### src/rtl/pktunit_chan_arbiter.sv
`default_nettype none
// ============================================================================
// Module      : pktunit_chan_arbiter
// Description : Merges NUM_CH packet-unit input streams (data / flags / eop
//               sub-channels, each with valid/ready) onto one output stream.
//               Arbitration is packet-granular: once the first beat of a
//               packet is accepted from a channel, that channel owns the
//               output until its eop beat is accepted. Output goes through a
//               single register slot (1-cycle latency, 1 beat/cycle).
//               Every output beat is tagged with its source channel, and
//               per-channel packet and beat counters are kept.
// Ports       :
//   clk, rst_n                 clock, asynchronous active-low reset
//   ch_en[NUM_CH]              per-channel arbitration enable (ignored once
//                              a packet is in progress)
//   clr_cnt                    synchronous clear of all counters
//   in_{data,flags,eop}_{d,v,r}[NUM_CH]  input streams
//   out_{data,flags,eop}_{d,v,r}         output stream
//   out_chan                   source channel of the current output beat
//   pkt_cnt[NUM_CH]            packets forwarded per channel
//   beat_cnt[NUM_CH]           beats forwarded per channel
// Revision    : 1.0 - initial release
// ============================================================================
module pktunit_chan_arbiter #(
  parameter int DATA_BYTES = 8,
  parameter int NUM_CH     = 3,
  parameter int CH_W       = (NUM_CH > 1) ? $clog2(NUM_CH) : 1,
  parameter int ARB_MODE   = 0,
  parameter int CNT_W      = 32
) (
  input  logic                    clk,
  input  logic                    rst_n,
  input  logic [NUM_CH-1:0]       ch_en,
  input  logic                    clr_cnt,
  input  logic [DATA_BYTES*8-1:0] in_data_d  [NUM_CH],
  input  logic                    in_data_v  [NUM_CH],
  output logic                    in_data_r  [NUM_CH],
  input  logic [7:0]              in_flags_d [NUM_CH],
  input  logic                    in_flags_v [NUM_CH],
  output logic                    in_flags_r [NUM_CH],
  input  logic [DATA_BYTES-1:0]   in_eop_d   [NUM_CH],
  input  logic                    in_eop_v   [NUM_CH],
  output logic                    in_eop_r   [NUM_CH],
  output logic [DATA_BYTES*8-1:0] out_data_d,
  output logic                    out_data_v,
  input  logic                    out_data_r,
  output logic [7:0]              out_flags_d,
  output logic                    out_flags_v,
  input  logic                    out_flags_r,
  output logic [DATA_BYTES-1:0]   out_eop_d,
  output logic                    out_eop_v,
  input  logic                    out_eop_r,
  output logic [CH_W-1:0]         out_chan,
  output logic [CNT_W-1:0]        pkt_cnt    [NUM_CH],
  output logic [CNT_W-1:0]        beat_cnt   [NUM_CH]
);

  localparam int DW = DATA_BYTES * 8;

  typedef enum logic [0:0] {
    ST_IDLE   = 1'b0,
    ST_LOCKED = 1'b1
  } state_t;

  // --------------------------------------------------------------------------
  // State
  // --------------------------------------------------------------------------
  state_t            r_state;
  state_t            w_state_nxt;
  logic [CH_W-1:0]   r_rr_ptr;
  logic [CH_W-1:0]   r_lock_ch;

  logic              r_full;
  logic [DW-1:0]     r_data;
  logic [7:0]        r_flags;
  logic [DATA_BYTES-1:0] r_eop;
  logic [CH_W-1:0]   r_chan;

  logic [CNT_W-1:0]  r_pkt_cnt  [NUM_CH];
  logic [CNT_W-1:0]  r_beat_cnt [NUM_CH];

  // --------------------------------------------------------------------------
  // Combinational signals
  // --------------------------------------------------------------------------
  logic [NUM_CH-1:0]     w_beat;       // all three valids present
  logic [NUM_CH-1:0]     w_cand;       // enabled and presenting a beat
  logic                  w_lock_beat;  // locked channel presents a beat
  logic [CH_W-1:0]       w_grant;
  logic                  w_grant_v;
  int                    w_best_dist;
  int                    w_dist;
  logic                  w_drain;
  logic                  w_space;
  logic                  w_accept;
  logic [DW-1:0]         w_sel_data;
  logic [7:0]            w_sel_flags;
  logic [DATA_BYTES-1:0] w_sel_eop;
  logic                  w_sel_eop_nz;
  logic [CH_W-1:0]       w_rr_nxt;

  always_comb begin
    w_beat = '0;
    for (int i = 0; i < NUM_CH; i++) begin
      w_beat[i] = in_data_v[i] & in_flags_v[i] & in_eop_v[i];
    end
  end

  assign w_cand = w_beat & ch_en;

  always_comb begin
    w_lock_beat = 1'b0;
    for (int i = 0; i < NUM_CH; i++) begin
      if (r_lock_ch == CH_W'(i)) begin
        w_lock_beat = w_beat[i];
      end
    end
  end

  assign w_drain  = r_full & out_data_r & out_flags_r & out_eop_r;
  assign w_space  = ~r_full | w_drain;
  assign w_accept = w_space & w_grant_v;

  // --------------------------------------------------------------------------
  // Arbiter: grant selection and next state
  // --------------------------------------------------------------------------
  always_comb begin
    w_state_nxt = r_state;
    w_grant     = '0;
    w_grant_v   = 1'b0;
    w_best_dist = NUM_CH;
    w_dist      = 0;

    if (r_state == ST_LOCKED) begin
      // Enable is ignored here so a packet in flight is never truncated.
      w_grant   = r_lock_ch;
      w_grant_v = w_lock_beat;
    end else if (ARB_MODE == 0) begin
      // Round-robin: choose the candidate with the smallest forward
      // distance from rr_ptr (wrapping modulo NUM_CH).
      for (int i = 0; i < NUM_CH; i++) begin
        w_dist = i - int'(r_rr_ptr);
        if (w_dist < 0) begin
          w_dist = w_dist + NUM_CH;
        end
        if (w_cand[i] && (w_dist < w_best_dist)) begin
          w_best_dist = w_dist;
          w_grant     = CH_W'(i);
          w_grant_v   = 1'b1;
        end
      end
    end else begin
      // Fixed priority: lowest index wins.
      for (int i = 0; i < NUM_CH; i++) begin
        if (w_cand[i] && !w_grant_v) begin
          w_grant   = CH_W'(i);
          w_grant_v = 1'b1;
        end
      end
    end

    if (w_accept) begin
      w_state_nxt = w_sel_eop_nz ? ST_IDLE : ST_LOCKED;
    end
  end

  // Beat fields of the granted channel.
  always_comb begin
    w_sel_data  = '0;
    w_sel_flags = '0;
    w_sel_eop   = '0;
    for (int i = 0; i < NUM_CH; i++) begin
      if (w_grant == CH_W'(i)) begin
        w_sel_data  = in_data_d[i];
        w_sel_flags = in_flags_d[i];
        w_sel_eop   = in_eop_d[i];
      end
    end
  end

  assign w_sel_eop_nz = |w_sel_eop;
  assign w_rr_nxt     = (w_grant == CH_W'(NUM_CH - 1)) ? '0 : (w_grant + CH_W'(1));

  // Readies are forced low while reset is asserted so no upstream beat is
  // considered consumed during reset.
  always_comb begin
    for (int i = 0; i < NUM_CH; i++) begin
      in_data_r[i]  = rst_n & w_space & w_grant_v & (w_grant == CH_W'(i));
      in_flags_r[i] = rst_n & w_space & w_grant_v & (w_grant == CH_W'(i));
      in_eop_r[i]   = rst_n & w_space & w_grant_v & (w_grant == CH_W'(i));
    end
  end

  // --------------------------------------------------------------------------
  // Arbiter state register
  // --------------------------------------------------------------------------
  always_ff @(posedge clk or negedge rst_n) begin
    if (!rst_n) begin
      r_state   <= ST_IDLE;
      r_rr_ptr  <= '0;
      r_lock_ch <= '0;
    end else begin
      r_state <= w_state_nxt;
      if (w_accept) begin
        if (w_sel_eop_nz) begin
          if (ARB_MODE == 0) begin
            r_rr_ptr <= w_rr_nxt;
          end
        end else begin
          r_lock_ch <= w_grant;
        end
      end
    end
  end

  // --------------------------------------------------------------------------
  // Output register slot
  // --------------------------------------------------------------------------
  always_ff @(posedge clk or negedge rst_n) begin
    if (!rst_n) begin
      r_full  <= 1'b0;
      r_data  <= '0;
      r_flags <= '0;
      r_eop   <= '0;
      r_chan  <= '0;
    end else if (w_accept) begin
      r_full  <= 1'b1;
      r_data  <= w_sel_data;
      r_flags <= w_sel_flags;
      r_eop   <= w_sel_eop;
      r_chan  <= w_grant;
    end else if (w_drain) begin
      r_full  <= 1'b0;
    end
  end

  assign out_data_d  = r_data;
  assign out_flags_d = r_flags;
  assign out_eop_d   = r_eop;
  assign out_chan    = r_chan;
  assign out_data_v  = r_full;
  assign out_flags_v = r_full;
  assign out_eop_v   = r_full;

  // --------------------------------------------------------------------------
  // Per-channel counters (clear has priority over increment)
  // --------------------------------------------------------------------------
  always_ff @(posedge clk or negedge rst_n) begin
    if (!rst_n) begin
      for (int i = 0; i < NUM_CH; i++) begin
        r_pkt_cnt[i]  <= '0;
        r_beat_cnt[i] <= '0;
      end
    end else begin
      for (int i = 0; i < NUM_CH; i++) begin
        if (clr_cnt) begin
          r_pkt_cnt[i]  <= '0;
          r_beat_cnt[i] <= '0;
        end else if (w_accept && (w_grant == CH_W'(i))) begin
          r_beat_cnt[i] <= r_beat_cnt[i] + CNT_W'(1);
          if (w_sel_eop_nz) begin
            r_pkt_cnt[i] <= r_pkt_cnt[i] + CNT_W'(1);
          end
        end
      end
    end
  end

  assign pkt_cnt  = r_pkt_cnt;
  assign beat_cnt = r_beat_cnt;

endmodule
`default_nettype wire

### config.mk
export PLATFORM = sky130hd
export DESIGN_NAME = pktunit_chan_arbiter
export DESIGN_NICKNAME = d
export VERILOG_FILES = /design/src/rtl/pktunit_chan_arbiter.sv
export SDC_FILE = /design/constraint.sdc
export NUM_CORES = 1
export LEC_CHECK = 0
export ABC_CLOCK_PERIOD_IN_PS = 14550
export CAP_MARGIN = 25
export CORE_AREA = 2 2 211 213
export DETAILED_ROUTE_END_ITERATION = 8
export DIE_AREA = 0 0 213 215
export GPL_TIMING_DRIVEN = 0
export PLACE_DENSITY = 0.63
export SLEW_MARGIN = 25
export SYNTH_ARGS = -nofsm -noshare
export SYNTH_HDL_FRONTEND = slang
export SYNTH_SLANG_ARGS = --single-unit
### constraint.sdc
create_clock -name clk -period 14.55 [get_ports clk]
set_input_delay 2.91 -clock clk [delete_from_list [all_inputs] [get_ports clk]]
set_output_delay 2.91 -clock clk [all_outputs]
set_load 0.005 [all_outputs]
==> results of run 1 <==
## sequential cells by signal, summed over array words and instances, names as in the netlist
| signal | count |
|---|---|
| out_flags_d | 8 |
| out_eop_d | 8 |
| r_lock_ch | 2 |
| out_chan | 2 |
| out_data_v | 1 |
| r_state | 1 |
| beat_cnt | 96 |
| pkt_cnt | 96 |
| r_rr_ptr | 2 |
| out_data_d | 64 |
## cell type report
type / count / area share, %
Clock inverter: 5 / 0.194
Inverter: 36 / 0.618
Multi-Input combinational cell: 1120 / 31.5
Tap cell: 592 / 3.39
Timing Repair Buffer: 545 / 25.2
Buffer: 104 / 2.01
Clock buffer: 57 / 5.03
Antenna cell: 1 / 0.0114
Sequential cell: 280 / 32.0
## critical path, cell delays in order
cell and delay [ps]:
clkdlybuf4s50_1 500, nand4_2 200, nor2_1 180, ha_1 270
nand3b_1 120, o22ai_1 140, nor3_1 380, nand2_1 110
ha_1 190, nor2_1 130, nand2_1 70, a2111o_1 500
o21ai_2 540, clkbuf_1 620, clkbuf_1 480, and3_1 380
buf_4 160, clkdlybuf4s50_1 480
## routing by layer
layer | GRT usage (%) | part of all wire [%]
met4 | 9.25 | 3.5
met5 | 0 | 0
met1 | 32.0 | 42
met2 | 39.2 | 47
met3 | 6.80 | 8.3
## through the flow
step / std cells / setup TNS, ps / worst slack (ps)
final: 2740 / 0 / 3270
after global routing: 2739 / 0 / 2810
after CTS: 2739 / 0 / 3260
after detailed placement: 2677 / 0 / 3280
after global placement: 2674 / -615020 / -3520
after floorplan: 1540 / 0 / 5570
## power by group
group	internal (mW)	leakage [nW]	switching, mW	total [mW]
Sequential	0.901	3.67	0.0862	0.987
Clock	0.517	0.560	0.351	0.868
Combinational	0.408	4.30	0.408	0.816
## worst min path at each step
stage	endpoint	slack [ps]
floorplan	out_chan[0]$_DFFE_PN0P_	470
global placement	out_chan[1]$_DFFE_PN0P_	470
detailed placement	out_chan[0]$_DFFE_PN0P_	470
CTS	out_chan[0]$_DFFE_PN0P_	480
global route	out_chan[0]$_DFFE_PN0P_	500
finish	out_chan[0]$_DFFE_PN0P_	470
## layout by cell type (no fill, tap or decap), types with 4 or more instances in the layout
cell type        count
clkdlybuf4s50_1    541
dfrtp_1            280
nor2_1             229
a21oi_1            141
nand2_1             85
clkbuf_1            85
xor2_1              85
a222oi_1            80
nand4_1             71
nand3_1             55
o21ai_0             48
xnor2_1             43
or3_1               42
and3_1              38
inv_1               36
clkbuf_16           36
and2_1              24
or4_1               20
nor3_1              19
ha_1                18
o31ai_1             16
and4_1              15
nor4_1              13
buf_2               13
clkbuf_8            12
buf_4                9
o211ai_1             7
buf_1                6
or2_2                5
o21ai_1              5
nand2b_1             4
nor2b_1              4
o21ai_2              4
## cell families after synthesis
family / share of synthesized area, %
AOI/OAI and AO/OA: 15.2
and+or+nand+nor: 22.6
xor gates and xnor gates: 7.75
DFF: 48.4
other: 0.0259
muxes: 0.441
adders and majority gates: 1.56
buffers and inverters: 3.98
==> run_results.csv, run 1 <==
group,metric,value,unit
outcome,status,"finished, violations left",
outcome,violations,"DRC",
synthesis,syn_inst,1540,
clock_tree,cts_setup_buffers,0,
final_layout,num-fill-cells,4085,
clock_tree,clock_tree.root_cell,"clkbuf_16",
power,power,2.67,mW
synthesis,yosys.area.top_type,"dfrtp_1",
sta,setup_violations,0,
synthesis,synth_edf_count,0,
synthesis,synth-seq-cells,280,
detailed_routing,dr.pass1.iters,9,
critical_path,crit_start,"in_flags_v[2]",
grt,gr-total-overflow,0,
placement,gp_congestion,0.920,
final_layout,stdcell_area,21900,um^2
synthesis,synth_seq_area_share,48.4,%
floorplan,start_util,33.2,%
hold_path,hold_start,"out_chan[0]$_DFFE_PN0P_",
sta,worst_pin_slew,871,ps
sta,rsz0062_at_grt,"false",
critical_path,r2r-start,"r_rr_ptr[1]$_DFFE_PN0P_",
detailed_routing,drc_errors,1,
floorplan,rows,77,
clock_tree,htree_levels,2,
synthesis,syn_nets,1816,
critical_path,r2r_cells,17,
detailed_routing,postRouteAntennaNets,0,
final_layout,drive_gt1_share,4.94,%
placement,dpl_cell_area,20700,um^2
detailed_routing,routedWlPerCell,21.1,um
hold_path,hp-class,"flip-flop to flip-flop",
hold_path,min_path_cells,1,
clock_tree,clock-sinks,280,
clock_tree,clkLatencyLatePin,540,ps
floorplan,core,43600,um^2
critical_path,arrival,8370,ps
clock_tree,numCtsBuffers,35,
placement,io_buffers,542,
sta,hold_slack,474,ps
synthesis,avgSynthCellArea,9.40,um^2
grt,antenna_found_initial,0,
synthesis,yosysWarnings,0,
synthesis,netlist-cell-type-count,59,
critical_path,r2r_slack,9230,ps
detailed_routing,vias,14700,
floorplan,io_pins,544,
final_layout,final_core_util,50.1,%
grt,grt_pass1_wl,86000,um
synthesis,netlist_area,14500,um^2
synthesis,synth.most_common_cell,"dfrtp_1",
placement,hpwl,44700,um
floorplan,die_h,215,um
final_layout,multiInputGateArea,6900,um^2
clock_tree,clkTransAtPathRegs,50,ps
critical_path,critPathLaunchType,"input pin",
grt,grtUsageTotal,24.7,%
critical_path,path_class,"input pin to primary output",
power,p_leak,8.53,nW
floorplan,die_w,213,um
critical_path,endpoint,"in_flags_r[0]",
clock_tree,tritoncts,"built",
detailed_routing,viasPerCell,5.35,
synthesis,ys_top_cells_by_count,"dfrtp_1, nor2_1, a21oi_1",
clock_tree,holdBufCountCts,0,
final_layout,nets,2398,
sta,slew_viol_final,0,
power,ir_worst_vdd,0.0760,mV
power,power_density,122,nW/um^2
synthesis,ys.flop_type,"dfrtp_1",
critical_path,worst_r2r_endpoint,"out_flags_d[3]$_DFFE_PN0P_",
clock_tree,clockBufferDepth,3,
sta,fmax,0.0887,GHz
grt,grt_pass1_vias,14100,
final_layout,areaGrowthSynthToFinish,51.2,%
synthesis,async_reset_ff_share,100,%
sta,slew-limit-headroom,41.9,%
synthesis,synth_area_leaders,"dfrtp_1, nor2_1, a222oi_1",
sta,fin_crit_sh,77.5,%
detailed_routing,routed_wl,57700,um
final_layout,ff_latch_area,7010,um^2
sta,fin_crit,11280,ps
critical_path,end_kind,"primary output",
critical_path,required,11640,ps
critical_path,cp_max_fo,10,
clock_tree,post_cts_resized,0,
flow_run,cap_violations,0,
floorplan,die_area,45800,um^2
synthesis,yosys.area.top_type_share,48.4,%
sta,final_hold_viol_count,0,
detailed_routing,drtIter0Drc,1271,
grt,grt_max_degree,91,
sta,fin_skew,20.8,ps
No activity file was read; power rests on OpenSTA's default activity.
==> run 2: changes to the inputs <==
--- a/config.mk
+++ b/config.mk
@@ -5,7 +5,7 @@
 export SDC_FILE = /design/constraint.sdc
 export NUM_CORES = 1
 export LEC_CHECK = 0
-export ABC_CLOCK_PERIOD_IN_PS = 14550
+export ABC_CLOCK_PERIOD_IN_PS = 10550
 export CAP_MARGIN = 25
 export CORE_AREA = 2 2 211 213
 export DETAILED_ROUTE_END_ITERATION = 8
==> constraint.sdc (replaced) <==
create_clock -name clk -period 10.55 [get_ports clk]
set_input_delay 2.11 -clock clk [delete_from_list [all_inputs] [get_ports clk]]
set_output_delay 2.11 -clock clk [all_outputs]
set_load 0.005 [all_outputs]
==> results of run 2 <==
The final DEF is identical to that of run 1. Status: finished, violations left: DRC.
Among the figures that moved: setup slack after placement 3280 ps -> 876 ps; setup slack after layout 3270 ps -> 873 ps; register-to-register setup slack 9230 ps -> 5230 ps; total power 2.67 mW -> 3.68 mW; worst IR drop on VDD 0.0760 mV -> 0.105 mV
==> run 3: changes to the inputs <==
--- a/config.mk
+++ b/config.mk
@@ -5,14 +5,15 @@
 export SDC_FILE = /design/constraint.sdc
 export NUM_CORES = 1
 export LEC_CHECK = 0
-export ABC_CLOCK_PERIOD_IN_PS = 10550
+export ABC_CLOCK_PERIOD_IN_PS = 8500
 export CAP_MARGIN = 25
 export CORE_AREA = 2 2 211 213
 export DETAILED_ROUTE_END_ITERATION = 8
 export DIE_AREA = 0 0 213 215
 export GPL_TIMING_DRIVEN = 0
-export PLACE_DENSITY = 0.63
+export PLACE_DENSITY = 0.66
 export SLEW_MARGIN = 25
 export SYNTH_ARGS = -nofsm -noshare
 export SYNTH_HDL_FRONTEND = slang
 export SYNTH_SLANG_ARGS = --single-unit
+export TNS_END_PERCENT = 100
==> constraint.sdc (replaced) <==
create_clock -name clk -period 8.5 [get_ports clk]
set_input_delay 1.7 -clock clk [delete_from_list [all_inputs] [get_ports clk]]
set_output_delay 1.7 -clock clk [all_outputs]
set_load 0.005 [all_outputs]
==> run 3 against run 2 <==
Net effect: the flow now finishes without violations; total power increased by 24%; via count increased by 0.23%; register-to-register slack lost 2000 ps; cell count barely moved; die area stayed put; routed wire length up 2.1%.
==> run_results.csv, run 3 (synthesis gave the netlist of run 1 again) <==
group,metric,value,unit
detailed_routing,routed_wl,58900,um
detailed_routing,postRouteAntennaNets,0,
grt,grtUsageTotal,25.2,%
final_layout,multiInputGateArea,6900,um^2
power,switching_share,31.6,%
final_layout,nets,2398,
floorplan,die_h,215,um
critical_path,critPathLaunchType,"input pin",
final_layout,areaGrowthSynthToFinish,51.2,%
critical_path,path_cells,"clkdlybuf4s50_1, nand4_2, nor2_1, ha_1, nand3b_1, o22ai_1, or3_1, nand2_1, o21ai_0, ha_1, o21ai_0, a31oi_1, nand2b_1, o21ai_1, o32ai_2, buf_4, buf_2, clkbuf_4, and2_1, buf_4, clkdlybuf4s50_1",
detailed_routing,drc_errors,0,
final_layout,ff_latch_area,7010,um^2
grt,grt_max_degree,92,
critical_path,path_class,"input pin to primary output",
floorplan,die_w,213,um
detailed_routing,routedWlPerCell,21.5,um
clock_tree,clock-sinks,280,
critical_path,required,6800,ps
clock_tree,tritoncts,"built",
power,ir_worst_vdd,0.115,mV
final_layout,layout.cells.most_common_list,"clkdlybuf4s50_1, dfrtp_1, nor2_1, a21oi_1",
sta,fin_crit_sh,96.2,%
power,p_leak,8.54,nW
hold_path,hp-class,"flip-flop to flip-flop",
clock_tree,clkLatencyLatePin,540,ps
sta,fin_ws,325,ps
power,seq_power_share,37.2,%
final_layout,drive_gt1_share,4.99,%
placement,io_buffers,542,
critical_path,arrival,6470,ps
critical_path,critPathSlowestCell,"clkdlybuf4s50_1",
detailed_routing,vias,14700,
grt,antenna_found_initial,2,
floorplan,core,43600,um^2
grt,grt_pass1_vias,14400,
placement,hpwl,45700,um
placement,gp_congestion,0.967,
final_layout,mostFrequentLayoutCell,"clkdlybuf4s50_1",
sta,slew-limit-headroom,33.2,%
sta,final_hold_viol_count,0,
critical_path,slowest_delay,490,ps
clock_tree,numCtsBuffers,34,
sta,fin_crit,8170,ps
grt,grt_pass1_wl,87400,um
power,combPwrFrac,30.7,%
sta,fmax,0.122,GHz
floorplan,io_pins,544,
critical_path,cpLargestDelayFamily,"buffers and inverters",
clock_tree,holdBufCountCts,0,
sta,worst_pin_slew,1000,ps
critical_path,crit_buf_inv,6,
power,p_int,3.12,mW
flow_run,cap_violations,0,
floorplan,start_util,33.2,%
clock_tree,htree_levels,2,
power,power,4.57,mW
detailed_routing,dr.pass1.iters,9,
power,power_switching,1.44,mW
clock_tree,clock_tree.root_cell,"clkbuf_16",
critical_path,cp_max_fo,10,
clock_tree,clockBufferDepth,3,
detailed_routing,drtIter0Drc,1382,
sta,slew_viol_final,0,
grt,gr-total-overflow,0,
detailed_routing,viasPerCell,5.36,
placement,dp_slack,-249,ps
power,p_clk_share,32.1,%
power,power_density,209,nW/um^2
sta,fin_skew,19.3,ps
outcome,status,"complete, no violations",
critical_path,end_kind,"primary output",
floorplan,rows,77,
floorplan,die_area,45800,um^2
clock_tree,clkTransAtPathRegs,50,ps
sta,setup_violations,0,
final_layout,final_core_util,50.1,%
final_layout,num-fill-cells,4031,
## run 3: power groups by stage
stage	logic, mW	registers [mW]	clock network (mW)
detailed placement	1.40	1.72	0
floorplan	0.523	1.69	0
CTS	1.41	1.70	1.50
global placement	1.39	1.71	0
finish	1.40	1.70	1.47
global route	1.51	1.72	1.56
## run 3: through the flow
stage                     setup TNS (ps)  cells  hold slack (ps)  cell area, um^2
after floorplan                        0   1540              474            14500
after global placement          -1955830   2674              467            20600
after detailed placement            -671   2677              474            20700
after CTS                              0   2736              499            21800
after global routing               -12.0   2739              512            21900
final                                  0   2739              490            21900
## run 3: final cells by class
type | count | area share, %
sequential | 280 | 32.0
multi-input combinational | 1120 | 31.6
timing repair buffer | 547 | 25.3
clock buffer | 54 | 4.83
tap | 592 | 3.39
buffer | 103 | 2.02
inverter | 36 | 0.618
clock inverter | 5 | 0.257
antenna | 2 | 0.0229
## run 3: path summary, 6_finish.rpt
kind                                    startpoint                          to  slack, ps  cells after the start
setup / recovery                      in_data_v[2]                 in_eop_r[2]        330                     21
hold / removal             out_chan[0]$_DFFE_PN0P_     out_chan[0]$_DFFE_PN0P_        490                      1
setup reg to reg           r_rr_ptr[1]$_DFFE_PN0P_  out_flags_d[3]$_DFFE_PN0P_       3250                     17
hold reg to reg            out_chan[0]$_DFFE_PN0P_     out_chan[0]$_DFFE_PN0P_        490                      1
max in group asynchronous                    rst_n  out_data_d[26]$_DFFE_PN0P_       6250                      3
min in group asynchronous                    rst_n    beat_cnt[72]$_DFFE_PN0P_       1060                      1
## run 3: timing repair
item                       CTS  global route
pin swaps                    0             2
setup endpoints to repair    3             9
setup buffers                0             2
gates resized for setup      2             2
## run 3: per-layer routing
layer	track usage, %	vias to the layer above	wire (um)
met4	9.37	0	2190
li1	-	6797	-
met5	0	-	0
met1	31.5	7161	23800
met2	40.8	624	27700
met3	7.77	106	5230
## run 3: worst reg2reg max path: cells and delay by family (launching register included)
kind	cells	cell delay, ps
buf+inv	2	520
simple gates	7	1200
flops	1	440
compound gates	5	2380
fa+ha+maj	3	580
